[src/rtl/if_fetch_unit.sv]
// ---------------------------------------------------------------------------
// if_fetch_unit -- instruction-fetch stage with IF/ID pipeline register.
//
// Keeps a 9-bit byte PC, issues requests to instruction memory, and loads
// the IF/ID register with {pc, instruction}. Supports variable memory
// latency (imem_valid), hazard stalls through a one-entry skid buffer,
// flushes, and branch redirects. A redirect that arrives while a request is
// still outstanding sets a drop flag, so the stale response is discarded.
//
// Optional feature macro: FETCH_PERF_EN adds saturating 16-bit counters
// perf_fetched and perf_stalled.
//
// Ports:
//   clk              rising-edge clock
//   reset            asynchronous active-low reset
//   imem_req/addr    instruction-memory request and byte address
//   imem_rdata/valid returned instruction word and its valid strobe
//   stall            hold PC and IF/ID
//   flush            replace IF/ID with a bubble
//   branch_taken/branch_target   fetch redirect
//   ifid_curr_pc/curr_instr/valid   IF/ID register contents
//   perf_fetched/perf_stalled       (FETCH_PERF_EN only) event counters
// ---------------------------------------------------------------------------
module if_fetch_unit #(
  parameter logic [8:0]  RESET_PC  = 9'h000,
  parameter logic [31:0] NOP_INSTR = 32'h0000_0013
) (
  input  logic        clk,
  input  logic        reset,
  output logic        imem_req,
  output logic [8:0]  imem_addr,
  input  logic [31:0] imem_rdata,
  input  logic        imem_valid,
  input  logic        stall,
  input  logic        flush,
  input  logic        branch_taken,
  input  logic [8:0]  branch_target,
  output logic [8:0]  ifid_curr_pc,
  output logic [31:0] ifid_curr_instr,
  output logic        ifid_valid
`ifdef FETCH_PERF_EN
  ,
  output logic [15:0] perf_fetched,
  output logic [15:0] perf_stalled
`endif
);

  typedef enum logic [1:0] {
    IDLE = 2'd0,
    REQ  = 2'd1,
    WAIT = 2'd2,
    HOLD = 2'd3
  } state_t;

  state_t      state, state_n;
  logic [8:0]  pc, pc_n;
  logic [8:0]  skid_pc, skid_pc_n;
  logic [31:0] skid_instr, skid_instr_n;
  logic        drop, drop_n;
  logic [8:0]  ifid_pc_n;
  logic [31:0] ifid_instr_n;
  logic        ifid_valid_n;
  logic        req_active;
  logic        accept;
  logic [8:0]  acc_pc;
  logic [31:0] acc_instr;
  logic        load_valid;

  assign req_active = (state == REQ) || (state == WAIT);
  assign imem_req   = req_active;
  assign imem_addr  = pc;

  // NOTE: every signal written here gets a default first, so no path leaves
  // a value unassigned and no latch is inferred.
  always_comb begin
    state_n      = state;
    pc_n         = pc;
    skid_pc_n    = skid_pc;
    skid_instr_n = skid_instr;
    drop_n       = drop;
    ifid_pc_n    = ifid_curr_pc;
    ifid_instr_n = ifid_curr_instr;
    ifid_valid_n = ifid_valid;
    accept       = 1'b0;
    acc_pc       = pc;
    acc_instr    = imem_rdata;
    load_valid   = 1'b0;

    case (state)
      IDLE: state_n = REQ;  // any imem_valid here belongs to no request
      REQ, WAIT: begin
        if (drop) begin
          // Waiting out the response to a request abandoned by a redirect.
          if (imem_valid) begin
            drop_n  = 1'b0;
            state_n = REQ;
          end else begin
            state_n = WAIT;
          end
        end else if (!imem_valid) begin
          state_n = WAIT;
        end else if (stall) begin
          skid_pc_n    = pc;
          skid_instr_n = imem_rdata;
          state_n      = HOLD;
        end else begin
          accept  = 1'b1;
          state_n = REQ;
        end
      end
      HOLD: begin
        if (!stall) begin
          accept    = 1'b1;
          acc_pc    = skid_pc;
          acc_instr = skid_instr;
          state_n   = REQ;
        end
      end
      default: state_n = IDLE;
    endcase

    if (accept) begin
      if (flush) begin
        // The accepted word is discarded; PC stays so it is refetched.
        ifid_pc_n    = pc;
        ifid_instr_n = NOP_INSTR;
        ifid_valid_n = 1'b0;
      end else begin
        ifid_pc_n    = acc_pc;
        ifid_instr_n = acc_instr;
        ifid_valid_n = 1'b1;
        pc_n         = pc + 9'd4;
        load_valid   = 1'b1;
      end
    end else if (flush && !stall) begin
      ifid_pc_n    = pc;
      ifid_instr_n = NOP_INSTR;
      ifid_valid_n = 1'b0;
    end

    // A redirect wins over stall and flush.
    if (branch_taken) begin
      pc_n         = {branch_target[8:2], 2'b00};
      ifid_pc_n    = pc;
      ifid_instr_n = NOP_INSTR;
      ifid_valid_n = 1'b0;
      skid_pc_n    = 9'd0;
      skid_instr_n = NOP_INSTR;
      state_n      = REQ;
      // Still outstanding after this cycle only if no response arrived now.
      drop_n       = req_active && !imem_valid;
      load_valid   = 1'b0;
    end
  end

  // NOTE: sequential state uses non-blocking assignments so every register
  // samples the pre-edge values computed above.
  always_ff @(posedge clk or negedge reset) begin
    if (!reset) begin
      state           <= IDLE;
      pc              <= RESET_PC;
      skid_pc         <= 9'd0;
      skid_instr      <= NOP_INSTR;
      drop            <= 1'b0;
      ifid_curr_pc    <= 9'd0;
      ifid_curr_instr <= NOP_INSTR;
      ifid_valid      <= 1'b0;
    end else begin
      state           <= state_n;
      pc              <= pc_n;
      skid_pc         <= skid_pc_n;
      skid_instr      <= skid_instr_n;
      drop            <= drop_n;
      ifid_curr_pc    <= ifid_pc_n;
      ifid_curr_instr <= ifid_instr_n;
      ifid_valid      <= ifid_valid_n;
    end
  end

`ifdef FETCH_PERF_EN
  always_ff @(posedge clk or negedge reset) begin
    if (!reset) begin
      perf_fetched <= 16'd0;
      perf_stalled <= 16'd0;
    end else begin
      if (load_valid && (perf_fetched != 16'hFFFF))
        perf_fetched <= perf_fetched + 16'd1;
      if (stall && (perf_stalled != 16'hFFFF))
        perf_stalled <= perf_stalled + 16'd1;
    end
  end
`endif

endmodule

[config.mk]
export PLATFORM = sky130hd
export DESIGN_NAME = if_fetch_unit
export DESIGN_NICKNAME = d
export VERILOG_FILES = /design/src/rtl/if_fetch_unit.sv
export SDC_FILE = /design/constraint.sdc
export NUM_CORES = 1
export LEC_CHECK = 0
export ABC_AREA = 1
export CAP_MARGIN = 20
export CELL_PAD_IN_SITES_DETAIL_PLACEMENT = 1
export CELL_PAD_IN_SITES_GLOBAL_PLACEMENT = 2
export CORE_ASPECT_RATIO = 0.8
export CORE_MARGIN = 2
export CORE_UTILIZATION = 27
export DETAILED_ROUTE_END_ITERATION = 12
export GPL_TIMING_DRIVEN = 0
export PLACE_DENSITY = 0.77
export SYNTH_ARGS = -nofsm -noshare
export SYNTH_HDL_FRONTEND = slang
export SYNTH_SLANG_ARGS = --single-unit
[constraint.sdc]
create_clock -name clk -period 1.7 [get_ports clk]
set_clock_uncertainty 0.2 [all_clocks]
set_input_delay 0.255 -clock clk [delete_from_list [all_inputs] [get_ports clk]]
set_output_delay 0.255 -clock clk [all_outputs]
set_load 0.005 [all_outputs]
Word level (Yosys, flattened, before mapping)
Index checks and enable logic that the tools add are counted.
- flip-flop bits (word level): 95
- input bits: 47
- output and inout bits: 52
- logic and storage cells: 70
- add/subtract/negate cells: 1
- equality and inequality tests: 6
- multiplexer cells: 42
- reduce and logical (&&, ||, !) cells: 13
- operators with widths (kind ; count):
    $mux 32 ; 10
    $mux 9 ; 13
    $mux 2 ; 6
    $mux 1 ; 11
    $add 9x3->9 const B ; 1
    $pmux 2 s3 ; 1
    $reduce_bool 2->1 ; 3
    $eq 2x2->1 const B ; 2
    $ne 3x3->1 const B ; 1
    $reduce_and 3->1 ; 1
    $reduce_bool 3->1 ; 1
    $eq 2x1->1 const B ; 1
    $logic_and 1x1->1 ; 2
    $logic_not 1->1 ; 2
    $logic_not 2->1 ; 1
    $ne 2x1->1 const B ; 1
    $ne 2x2->1 const B ; 1
    $pmux 1 s2 ; 1
    $reduce_and 2->1 ; 1
    $reduce_or 2->1 ; 1
    $logic_or 1x1->1 ; 1

Depth between registers and ports, before layout
- depth after elaboration: 6
- depth in mapped cells: 9
- mapped depth without buffers: 8

Worst setup path before layout
OpenSTA, ideal clock, no wires.
- path kind: reg2reg
- start: register state[0]
- end: register ifid_curr_pc[1]
- setup time: 0.095 ns
- arrival: 1.487 ns
- data required time: 1.405 ns
- path slack: -0.083 ns
- cell stages (with the launch flop): 9
- path buffers: 1
- period minus slack after synthesis: 1.783 ns
- path through: dfrtp_1 -> inv_1 -> ha_1 -> nand3_1 -> nand2_1 -> nand2_2 -> clkbuf_1 -> nand3_1 -> o31ai_1
- cells in the longest elaborated chain, start to end: 5
- elaborated cells on any way between the ends: 10
- classes of those cells: 3 x eq/ne; 5 x mux; 2 x reduce/logical
- ends and longest elaborated chain (item ; line ; source):
    from (decl) ; 55 ; state_t state, state_n;
    from (signal assigned) ; 169 ; state <= state_n;
    $eq 2x1->1 / $eq 2x2->1 (equally long branches) ; 89 ; case (state)
    $reduce_or 2->1 / $mux 9 (equally long branches) ; 89 ;
    $pmux 1 s2 / $mux 9 (equally long branches) ; 89, 123 ;
    $mux 9 ; 122 ; if (accept) begin
    $mux 9 ; 142 ; if (branch_taken) begin
    to (signal assigned) ; 174 ; ifid_curr_pc <= ifid_pc_n;
    to (decl) ; 38 ; output logic [8:0] ifid_curr_pc,
Several ways; a longest one is shown, not always the timed one.
A chain may end at the register's enable or synchronous reset.

Worst setup path in the final report
- start: register state[0]
- end: register skid_instr[14]
- cells in the longest elaborated chain, start to end: 4
- elaborated cells on any way between the ends: 5
- classes of those cells: 2 x eq/ne; 3 x reduce/logical
- ends and longest elaborated chain (item ; line ; source):
    $eq 2x1->1 / $eq 2x2->1 (equally long branches) ; 89 ;
    $reduce_or 2->1 * ; 89 ;
    $reduce_bool 2->1 (no line) * ; -- ;
    $reduce_and 3->1 (no line) * ; -- ;
    to (signal assigned) ; 172 ; skid_instr <= skid_instr_n;
    to (decl) ; 58 ; logic [31:0] skid_instr, skid_instr_n;
Every way passes the cells marked *; elsewhere a longest branch is shown, timed or not.

==> results.json <==
{
  "timing_worst_setup_path_type": "flip-flop to flip-flop",
  "crit_family": "buffers and inverters",
  "insertion_delay_ns": 0.35,
  "critical_path_peak_fanout": 5,
  "worstSetupEndpointType": "flip-flop",
  "fmax_mhz": 543,
  "crit_buf_inv": 4,
  "outcome": "finished with violations",
  "dieArea_sq_um": 18100,
  "effective_utilization_at_floorplan": 0.277,
  "drv.max_cap_violation_count": 0,
  "yosysSeqAreaShare": 0.507,
  "detailroute.via_count": 4391,
  "use_met2": 0.283,
  "grt_pass1_vias": 4740,
  "report.final.slew_viol_count": 0,
  "period_minus_slack_ns": 1.84,
  "worst_margin_slew_ns": 0.581,
  "multiInputGateArea_sq_um": 2290,
  "yosys-top-cells-area": "sky130_fd_sc_hd__dfrtp_1, sky130_fd_sc_hd__o21ai_0, sky130_fd_sc_hd__nand2_1",
  "rows": 42,
  "totalWireLength_microns": 15900,
  "grt_overflow_total": 0,
  "die_height_microns": 121,
  "cts_sinks": 93,
  "clock_tree_from_tritoncts": "yes",
  "regToRegEndpoint": "skid_instr[14]",
  "yosysWarnings": 0,
  "grt_util_met3": 0.0506,
  "ant_nets": 0,
  "worst_ep_arrival_time_ns": 1.92,
  "gr-max-usage-layer": "met2",
  "tritoncts.num_buffers": 9,
  "layout-drive-gt1-share": 0.245,
  "cellLeakagePower_nw": 3.56,
  "grt_use_met1": 0.249,
  "routed_wire_length_per_instance_microns": 17.2,
  "drcViolationCount": 0,
  "ff2ff_path_depth": 9,
  "netlist_area_sq_um": 4610,
  "clk_transition_reported_paths_ns": 0.06,
  "finalCoreUtilization": 0.429,
  "port-buffer-count": 93,
  "largest_net_degree_at_the_start_of_global_routing": 64,
  "commonest_non_fill_non_tap_cell_in_the_layout": "sky130_fd_sc_hd__nand2_1",
  "placed_area_sq_um": 5860,
  "cts_buffer_depth": 2,
  "timing.hold.worst_endpoint": "skid_instr[20]",
  "violated_checks": "setup timing",
  "final_number_of_hold_violating_endpoints": 0,
  "min_period_over_period": 1.08,
  "synth_cell_types": 28,
  "drt_first_iter_violations": 231,
  "worst_path_max_delay_cell": "sky130_fd_sc_hd__dfrtp_1",
  "min_path_type": "primary input to flip-flop",
  "synth_area_leader_cell": "sky130_fd_sc_hd__dfrtp_1",
  "sequential_cell_area_sq_um": 2340,
  "cp.required_ns": 1.77,
  "reg2reg_from": "state[0]",
  "final_cell_area_sq_um": 7130,
  "critical_path.max_stage_delay_ns": 0.39,
  "timing.reg2reg.setup_slack_ns": -0.14,
  "grt_util_all_layers": 0.181,
  "clock_tree.root_cell": "sky130_fd_sc_hd__clkbuf_16",
  "postSynthCellCount": 555,
  "vias_per_cell": 4.74,
  "pwr_density_nw_per_um2": 945,
  "flow.area_growth_from_synthesis_pct": 54.8,
  "setup.worst_path.start": "state[0]",
  "grt_setup_unrepaired": "true",
  "num-nets-final": 751,
  "hold_path_start": "branch_taken",
  "global_route_wire_length_before_repair_microns": 25300,
  "synthDominantCellAreaShare": 0.473,
  "post_synth.cell_area_avg_sq_um": 8.30,
  "hpwlAfterDp_microns": 10700,
  "ff_latch_count_synth": 93,
  "layout.cells.most_common_list": "sky130_fd_sc_hd__nand2_1, sky130_fd_sc_hd__dfrtp_1, sky130_fd_sc_hd__clkdlybuf4s50_1",
  "drtPass1Iterations": 4,
  "cts-htree-levels": 3,
  "worstHoldPathCells": 4,
  "floorplan.io_pins": 99,
  "timing.critical_path.cells": "inv_2 -> ha_4 -> nand3_4 -> buf_12 -> nor2_4 -> buf_4 -> clkbuf_8 -> nand2_1 -> o21ai_1",
  "finalWorstSetupSlack_ns": -0.142,
  "filler_cell_count": 1897,
  "power.ir.vdd_worst_v": 0.000480,
  "worst_slew_margin_rel": 0.613,
  "routabilityCongestion": 0.748,
  "setup_violations": 89,
  "die_width_microns": 150,
  "antenna_found_initial": 2,
  "critical_path.startpoint_type": "flip-flop",
  "placeableCoreArea_sq_um": 16600
}
-- worst min-delay path, stage by stage --
cell and delay [ns]:
sky130_fd_sc_hd__clkbuf_2 0.23, sky130_fd_sc_hd__nor2_4 0.08, sky130_fd_sc_hd__inv_4 0.08, sky130_fd_sc_hd__o21ai_1 0.06
-- final cells by class --
| cell class | count | share of cell area |
|---|---|---|
| diodes | 1 | 0.000351 |
| flip-flops and latches | 93 | 0.328 |
| well taps | 220 | 0.0386 |
| multi-input cells | 379 | 0.321 |
| inverters | 52 | 0.0291 |
| plain buffers | 33 | 0.0468 |
| repair buffers | 133 | 0.194 |
| clock inverters | 1 | 0.00421 |
| clock buffers | 15 | 0.0375 |
-- state kept, by name (all words and copies together) (netlist names) --
register	count
ifid_curr_instr	32
skid_instr	32
ifid_curr_pc	9
skid_pc	9
imem_addr	7
state	2
drop	1
ifid_valid	1
-- cells in the mapped netlist (all sizes together) --
master,count
nand2,126
o21ai,113
dfrtp,87
inv,52
nand3,51
mux2i,29
nor2,23
clkbuf,20
a21oi,14
buf,13
dfstp,6
nand4,5
a21boi,4
ha,3
o22ai,2
or2,2
a22oi,1
a31oi,1
conb,1
o31ai,1
xnor2,1
-- where the power goes --
part	leakage [nW]	switching (W)	internal, W
clock network	0.144	0.000843	0.00122
registers	1.23	0.000110	0.00244
logic	2.19	0.00115	0.000980
-- cells by family after synthesis --
group           after synthesis  synth area share
compound gates              136             0.154
xor+xnor                      1           0.00190
fa+ha+maj                     3           0.00815
buf+inv                      85            0.0753
flops                        93             0.507
mux                          29            0.0630
other cells                   1          0.000814
simple gates                207             0.190
-- how the worst max path moves through the flow --
stage,end,slack (ns),cells after the start
floorplan,ifid_curr_instr[10],-0.006,8
global placement,imem_addr[5],-3.51,1
detailed placement,ifid_curr_pc[3],-0.65,6
CTS,skid_instr[5],-0.12,8
global route,skid_instr[22],-0.25,9
finish,skid_instr[14],-0.14,9
-- metrics by stage --
stage / cells / TNS (ns) / total power, W / setup slack, ns / hold slack, ns
final: 927 / -7.07 / 0.00674 / -0.142 / 0.190
after global routing: 926 / -14.61 / 0.00709 / -0.247 / 0.217
after global placement: 869 / -356.54 / 0.00410 / -3.51 / 0.258
after detailed placement: 870 / -42.95 / 0.00415 / -0.650 / 0.0266
after floorplan: 556 / -0.120 / 0.00339 / -0.00602 / -0.241
after CTS: 911 / -5.62 / 0.00669 / -0.119 / 0.194
-- metal layers --
metal / up-vias / part of all wire
met4: 0 / 0.010
met5: - / 0
met2: 82 / 0.46
li1: 2131 / -
met3: 13 / 0.055
met1: 2165 / 0.47
-- timing repair --
item,4_1_cts,5_1_grt
cloned,4,2
buffers inserted,20,13
pin swaps,4,4
hold buffers,1,0
endpoints found under the hold margin,30,0
resized for setup,207,51
endpoints found under the setup margin,111,112
No activity file was read; power rests on OpenSTA's default activity.
